File: src/rtl/seq_shifter.sv
// Multi-cycle shift/rotate unit: moves a WIDTH-bit operand by up to STEP bits per clock,
// with valid/ready handshakes on both the request and the result side.
module seq_shifter #(
   parameter  int WIDTH = 32,
   parameter  int STEP  = 4,
   localparam int SHW   = $clog2(WIDTH)
) (
   input  logic             clk,
   input  logic             rst_n,
   input  logic             in_valid,
   output logic             in_ready,
   input  logic [WIDTH-1:0] data_in,
   input  logic [SHW-1:0]   shift_amount,
   input  logic [2:0]       mode,
   output logic             out_valid,
   input  logic             out_ready,
   output logic [WIDTH-1:0] data_out,
   output logic             err,
   output logic             busy
);

   localparam int           SW     = $clog2(STEP + 1);
   localparam logic [SHW:0] STEP_X = (SHW + 1)'(STEP);

   typedef enum logic [1:0] {IDLE, SHIFT, DONE} state_e;
   typedef enum logic [2:0] {OP_SLL = 3'd0, OP_SRL, OP_SRA, OP_ROL, OP_ROR} op_e;

   state_e             state_q;
   op_e                op_q;
   logic [WIDTH-1:0]   work_q, work_d;
   logic [SHW-1:0]     rem_q, rem_d;
   logic               sign_q;
   logic               in_ready_q, out_valid_q, err_q, busy_q;
   logic [WIDTH-1:0]   data_out_q;
   logic [SW-1:0]      step_amt;
   logic [2*WIDTH-1:0] dbl;

   // One step of at most STEP bits; the doubled vector serves rotates and the sign-filled SRA.
   always_comb begin
      dbl      = '0;
      work_d   = work_q;
      step_amt = ({1'b0, rem_q} >= STEP_X) ? SW'(STEP) : SW'(rem_q);
      rem_d    = rem_q - SHW'(step_amt);
      unique case (op_q)
         OP_SLL: work_d = work_q << step_amt;
         OP_SRL: work_d = work_q >> step_amt;
         OP_SRA: begin
            dbl    = {{WIDTH{sign_q}}, work_q} >> step_amt;
            work_d = dbl[WIDTH-1:0];
         end
         OP_ROL: begin
            dbl    = {work_q, work_q} << step_amt;
            work_d = dbl[2*WIDTH-1:WIDTH];
         end
         OP_ROR: begin
            dbl    = {work_q, work_q} >> step_amt;
            work_d = dbl[WIDTH-1:0];
         end
         default: work_d = work_q;
      endcase
   end

   always_ff @(posedge clk) begin
      if (!rst_n) begin
         state_q     <= IDLE;
         op_q        <= OP_SLL;
         work_q      <= '0;
         rem_q       <= '0;
         sign_q      <= 1'b0;
         in_ready_q  <= 1'b1;
         out_valid_q <= 1'b0;
         err_q       <= 1'b0;
         busy_q      <= 1'b0;
         data_out_q  <= '0;
      end else begin
         unique case (state_q)
            IDLE: begin
               if (in_valid) begin
                  work_q     <= data_in;
                  rem_q      <= shift_amount;
                  sign_q     <= data_in[WIDTH-1];
                  in_ready_q <= 1'b0;
                  busy_q     <= 1'b1;
                  if (mode > 3'd4) begin
                     data_out_q  <= data_in;
                     err_q       <= 1'b1;
                     out_valid_q <= 1'b1;
                     state_q     <= DONE;
                  end else if (shift_amount == '0) begin
                     data_out_q  <= data_in;
                     err_q       <= 1'b0;
                     out_valid_q <= 1'b1;
                     state_q     <= DONE;
                  end else begin
                     op_q    <= op_e'(mode);
                     state_q <= SHIFT;
                  end
               end
            end
            SHIFT: begin
               work_q <= work_d;
               rem_q  <= rem_d;
               if (rem_d == '0) begin
                  data_out_q  <= work_d;
                  err_q       <= 1'b0;
                  out_valid_q <= 1'b1;
                  state_q     <= DONE;
               end
            end
            DONE: begin
               if (out_ready) begin
                  out_valid_q <= 1'b0;
                  in_ready_q  <= 1'b1;
                  busy_q      <= 1'b0;
                  state_q     <= IDLE;
               end
            end
            default: state_q <= IDLE;
         endcase
      end
   end

   assign in_ready  = in_ready_q;
   assign out_valid = out_valid_q;
   assign data_out  = data_out_q;
   assign err       = err_q;
   assign busy      = busy_q;

endmodule

File: config.mk
export PLATFORM = sky130hd
export DESIGN_NAME = seq_shifter
export DESIGN_NICKNAME = d
export VERILOG_FILES = /design/src/rtl/seq_shifter.sv
export SDC_FILE = /design/constraint.sdc
export NUM_CORES = 1
export LEC_CHECK = 0
export BUFFER_PORTS_ARGS = -buffer_cell sky130_fd_sc_hd__buf_2
export CORE_ASPECT_RATIO = 1.4
export CORE_MARGIN = 3
export CORE_UTILIZATION = 38
export CTS_BUF_LIST = sky130_fd_sc_hd__clkbuf_2
export CTS_CLUSTER_SIZE = 20
export DETAILED_ROUTE_END_ITERATION = 10
export PLACE_DENSITY = 0.55
export SETUP_SLACK_MARGIN = 0.15
export SLEW_MARGIN = 10
export SYNTH_ARGS = -nofsm -noshare
export SYNTH_HDL_FRONTEND = slang
export SYNTH_SLANG_ARGS = --single-unit
File: constraint.sdc
create_clock -name clk -period 4.4 [get_ports clk]
set_input_delay 1.1 -clock clk [delete_from_list [all_inputs] [get_ports clk]]
set_output_delay 1.1 -clock clk [all_outputs]
set_load 0.05 [all_outputs]
==> impl_metrics.yaml <==
status:
  status: "complete, no violations"
synthesis:
  synth_fp_nets: 923
  number_of_synthesized_flops_with_an_enable_pin: 0
  netlist_top_cells_area: "dfxtp_1 24%, mux2i_1 6.1%, a21oi_1 5.8%, mux4_2 5.1%, nand2_1 4.8%"
  synth_top_flop_cell: "dfxtp_1"
  seq_area_frac_synth: 0.2397
  post_synth_instance_area_um2: 6598
  ys_seq_elements: 79
  unique_masters_post_synth: 77
  netlist_instances: 875
  yosys.area.top_type: "dfxtp_1"
  post_synthesis_mean_instance_area_um2: 7.540
  synthDominantCellAreaShare: 0.2397
  yosysWarningCount: 0
  ys_async_sr_fraction: 0
clock_network:
  cts-buffers-inserted: 9
  cts_tree: "done"
  clk_path_buf_depth: 2
  post-cts-setup-buffer-count: 0
  root_buffer: "clkbuf_2"
  cts-resized-gates: 0
  cts.clk_slew.worst_paths_ns: 0.24
  htree_num_levels: 3
  cts_hold_buf: 0
  source_to_sink_clock_delay_at_the_later_pin_of_the_worst_skew_pair_ns: 0.61
  numClockSinks: 79
detailed_routing:
  routed_vias: 7322
  wirelength_um: 26930
  drtAntennaViolNets: 0
  drt-initial-drc-count: 728
  vias_per_cell: 6.567
  drt-pass1-iter-count: 8
  drc: 0
  wire_per_inst_um: 24.15
flow_run:
  max_cap_viol_count: 0
place:
  detailed_placement_hpwl_um: 18620
  place_area_um2: 7049
  place.gp.congestion: 0.9646
  port_buffers: 79
  placed_cells_incl_taps: 1098
  pre_cts_ws_ns: 1.180
timing:
  fin_crit_ns: 3.360
  finalCritPeriodShare: 0.7636
  timing.clock.skew_ns: 0.05051
  finalSetupViolCount: 0
  slew_viol_final: 0
  worst_slew_pin_slew_ns: 1.222
  finalWorstSetupSlack_ns: 1.040
  setup_total_negative_slack_ns: 0
  slew_headroom: 0.1644
  grt_setup_unrepaired: "no"
  report.final.hold_viol_count: 0
  timing.hold.ws_ns: 0.4831
  fmaxAchievable_mhz: 297.6
min_path:
  worst_hold_path_depth: 2
  hold_path_class: "reg2reg"
global_routing:
  grt_first_pass_wirelength_um: 41520
  grt_usage: 0.2743
  grt_pass1_vias: 6886
  overflow: 0
  antenna_found_initial: 1
  grt_start_max_net_pins: 50
layout:
  seqCellArea_um2: 1584
  final_net_count: 925
  final-instance-count-excl-fill: 1115
  final_core_util: 0.4268
  final_area_um2: 7207
  fillerInstances: 1773
  drive_gt1_frac: 0.1848
  multi_input_comb_area_um2: 4511
  area.growth.synth_to_final_pct: 9.236
floorplan:
  initial_utilization: 0.3907
  die-width_um: 117.4
  dieHeight_um: 161.9
  fp-row-count: 56
  floorplan.io_pins: 80
  core_um2: 16890
  total_die_area_um2: 19000
power:
  p_per_area_nw_per_um2: 668.7
  ir_drop_mv: 0.3054
  pwr-share-comb: 0.621
  power_frac_seq: 0.272
  cell_internal_pwr_mw: 2.113
  fraction_of_power_consumed_by_the_clock_network: 0.107
  total_power_draw_mw: 4.819
  cellLeakagePower_nw: 2.643
  switchingPower_mw: 2.706
  netSwitchingFraction: 0.5615
critical_path:
  timing_worst_setup_path_type: "reg2reg"
  critPathLaunchType: "register"
  crit_fanout: 48
  cp_data_required_time_ns: 4.90
  crit_path_end_kind: "register"
  timing.reg2reg.worst_path_depth: 7
  critPathArrivalTime_ns: 3.86
## power groups by stage
stage	Combinational [mW]	Sequential, mW	Clock [mW]
2_1_floorplan	1.85	1.52	0
3_3_place_gp	2.95	1.31	0
3_5_place_dp	2.96	1.31	0
4_1_cts	2.97	1.29	0.528
5_1_grt	3.20	1.33	0.551
6_report	2.99	1.31	0.516
## area by class of cell
| cell class | instances | area share |
|---|---|---|
| Antenna cell | 1 | 0.0003472 |
| Clock buffer | 9 | 0.006250 |
| Clock inverter | 7 | 0.01528 |
| Inverter | 15 | 0.007813 |
| Multi-Input combinational cell | 668 | 0.6259 |
| Sequential cell | 79 | 0.2198 |
| Tap cell | 232 | 0.04028 |
| Timing Repair Buffer | 104 | 0.08437 |
## worst paths after layout
check	slack (ns)	from	to
setup / recovery	1.04	rem_q[0]	data_out[26]
hold / removal	0.48	err	err
setup reg to reg	1.04	rem_q[0]	data_out[26]
hold reg to reg	0.48	err	err
## critical path, stage by stage, from the launching register on
cell	delay, ns
dfxtp_2	0.38
buf_4	0.53
nor4b_2	0.42
buf_12	0.25
a221oi_1	0.10
a2111oi_0	1.07
nor3_1	0.23
a211oi_1	0.28
## sequential cells by signal (all words and copies together) (netlist names)
register,count
sign_q,1
busy,1
err,1
data_out,32
out_valid,1
rem_q,5
in_ready,1
op_q,3
state_q,2
work_q,32
## logic make-up (layout without fill, tap and decap cells)
family | count (synthesis) | after routing | synth area share
AO/OA/AOI/OAI | 336 | 336 | 0.3518
XOR/XNOR | 3 | 3 | 0.003983
adder cells (fa/ha/maj) | 5 | 5 | 0.009103
buffers and inverters | 128 | 135 | 0.07927
flip-flops | 79 | 79 | 0.2397
multiplexers | 65 | 65 | 0.1290
other | 1 | 2 | 0.0005684
AND/OR/NAND/NOR | 258 | 258 | 0.1866
## metal layers
metal / track usage / part of all wire
met5: 0 / 0
met4: 0.1446 / 0.051
met3: 0.04633 / 0.079
met2: 0.4597 / 0.48
met1: 0.3388 / 0.39
## cells in the mapped netlist, drive strengths merged, types with 9 or more instances
master	number
o31ai	10
nor3	17
o211ai	10
mux4	15
o21ai	61
or3	10
a22oi	18
and2	10
a21oi	78
mux2i	40
o21a	9
inv	15
nand2	84
clkbuf	77
a221oi	13
dfxtp	79
mux2	10
o221ai	17
a211oi	33
nor2	64
nand3	29
o22ai	10
buf	36
nor2b	11
## layout by cell type (no fill, tap or decap), types with 5 or more instances in the layout
| master | Yosys | routed |
|---|---|---|
| nand2b_1 | 5 | 5 |
| nor2_1 | 64 | 64 |
| and2_1 | 9 | 9 |
| a211oi_1 | 33 | 33 |
| o22ai_1 | 10 | 10 |
| nor2b_1 | 11 | 11 |
| a22oi_1 | 18 | 18 |
| o21ai_1 | 4 | 5 |
| o2111ai_1 | 5 | 5 |
| inv_1 | 15 | 15 |
| o21a_1 | 9 | 9 |
| and3_1 | 7 | 7 |
| o21ai_0 | 57 | 55 |
| buf_4 | 2 | 23 |
| mux2_2 | 10 | 10 |
| dfxtp_1 | 79 | 77 |
| nand2_1 | 84 | 84 |
| a2111oi_0 | 5 | 5 |
| or3_1 | 10 | 10 |
| a221oi_1 | 11 | 11 |
| nor3_1 | 17 | 16 |
| o211ai_1 | 10 | 10 |
| buf_2 | 20 | 79 |
| a211o_1 | 5 | 5 |
| a31oi_1 | 7 | 7 |
| a2bb2oi_1 | 5 | 5 |
| nand3_1 | 29 | 29 |
| o221ai_1 | 17 | 17 |
| a21oi_1 | 77 | 77 |
| clkbuf_2 | 2 | 9 |
| mux4_2 | 15 | 15 |
| mux2i_1 | 40 | 40 |
| o31ai_1 | 10 | 10 |
Note: power is estimated with default switching activity, not from simulation.
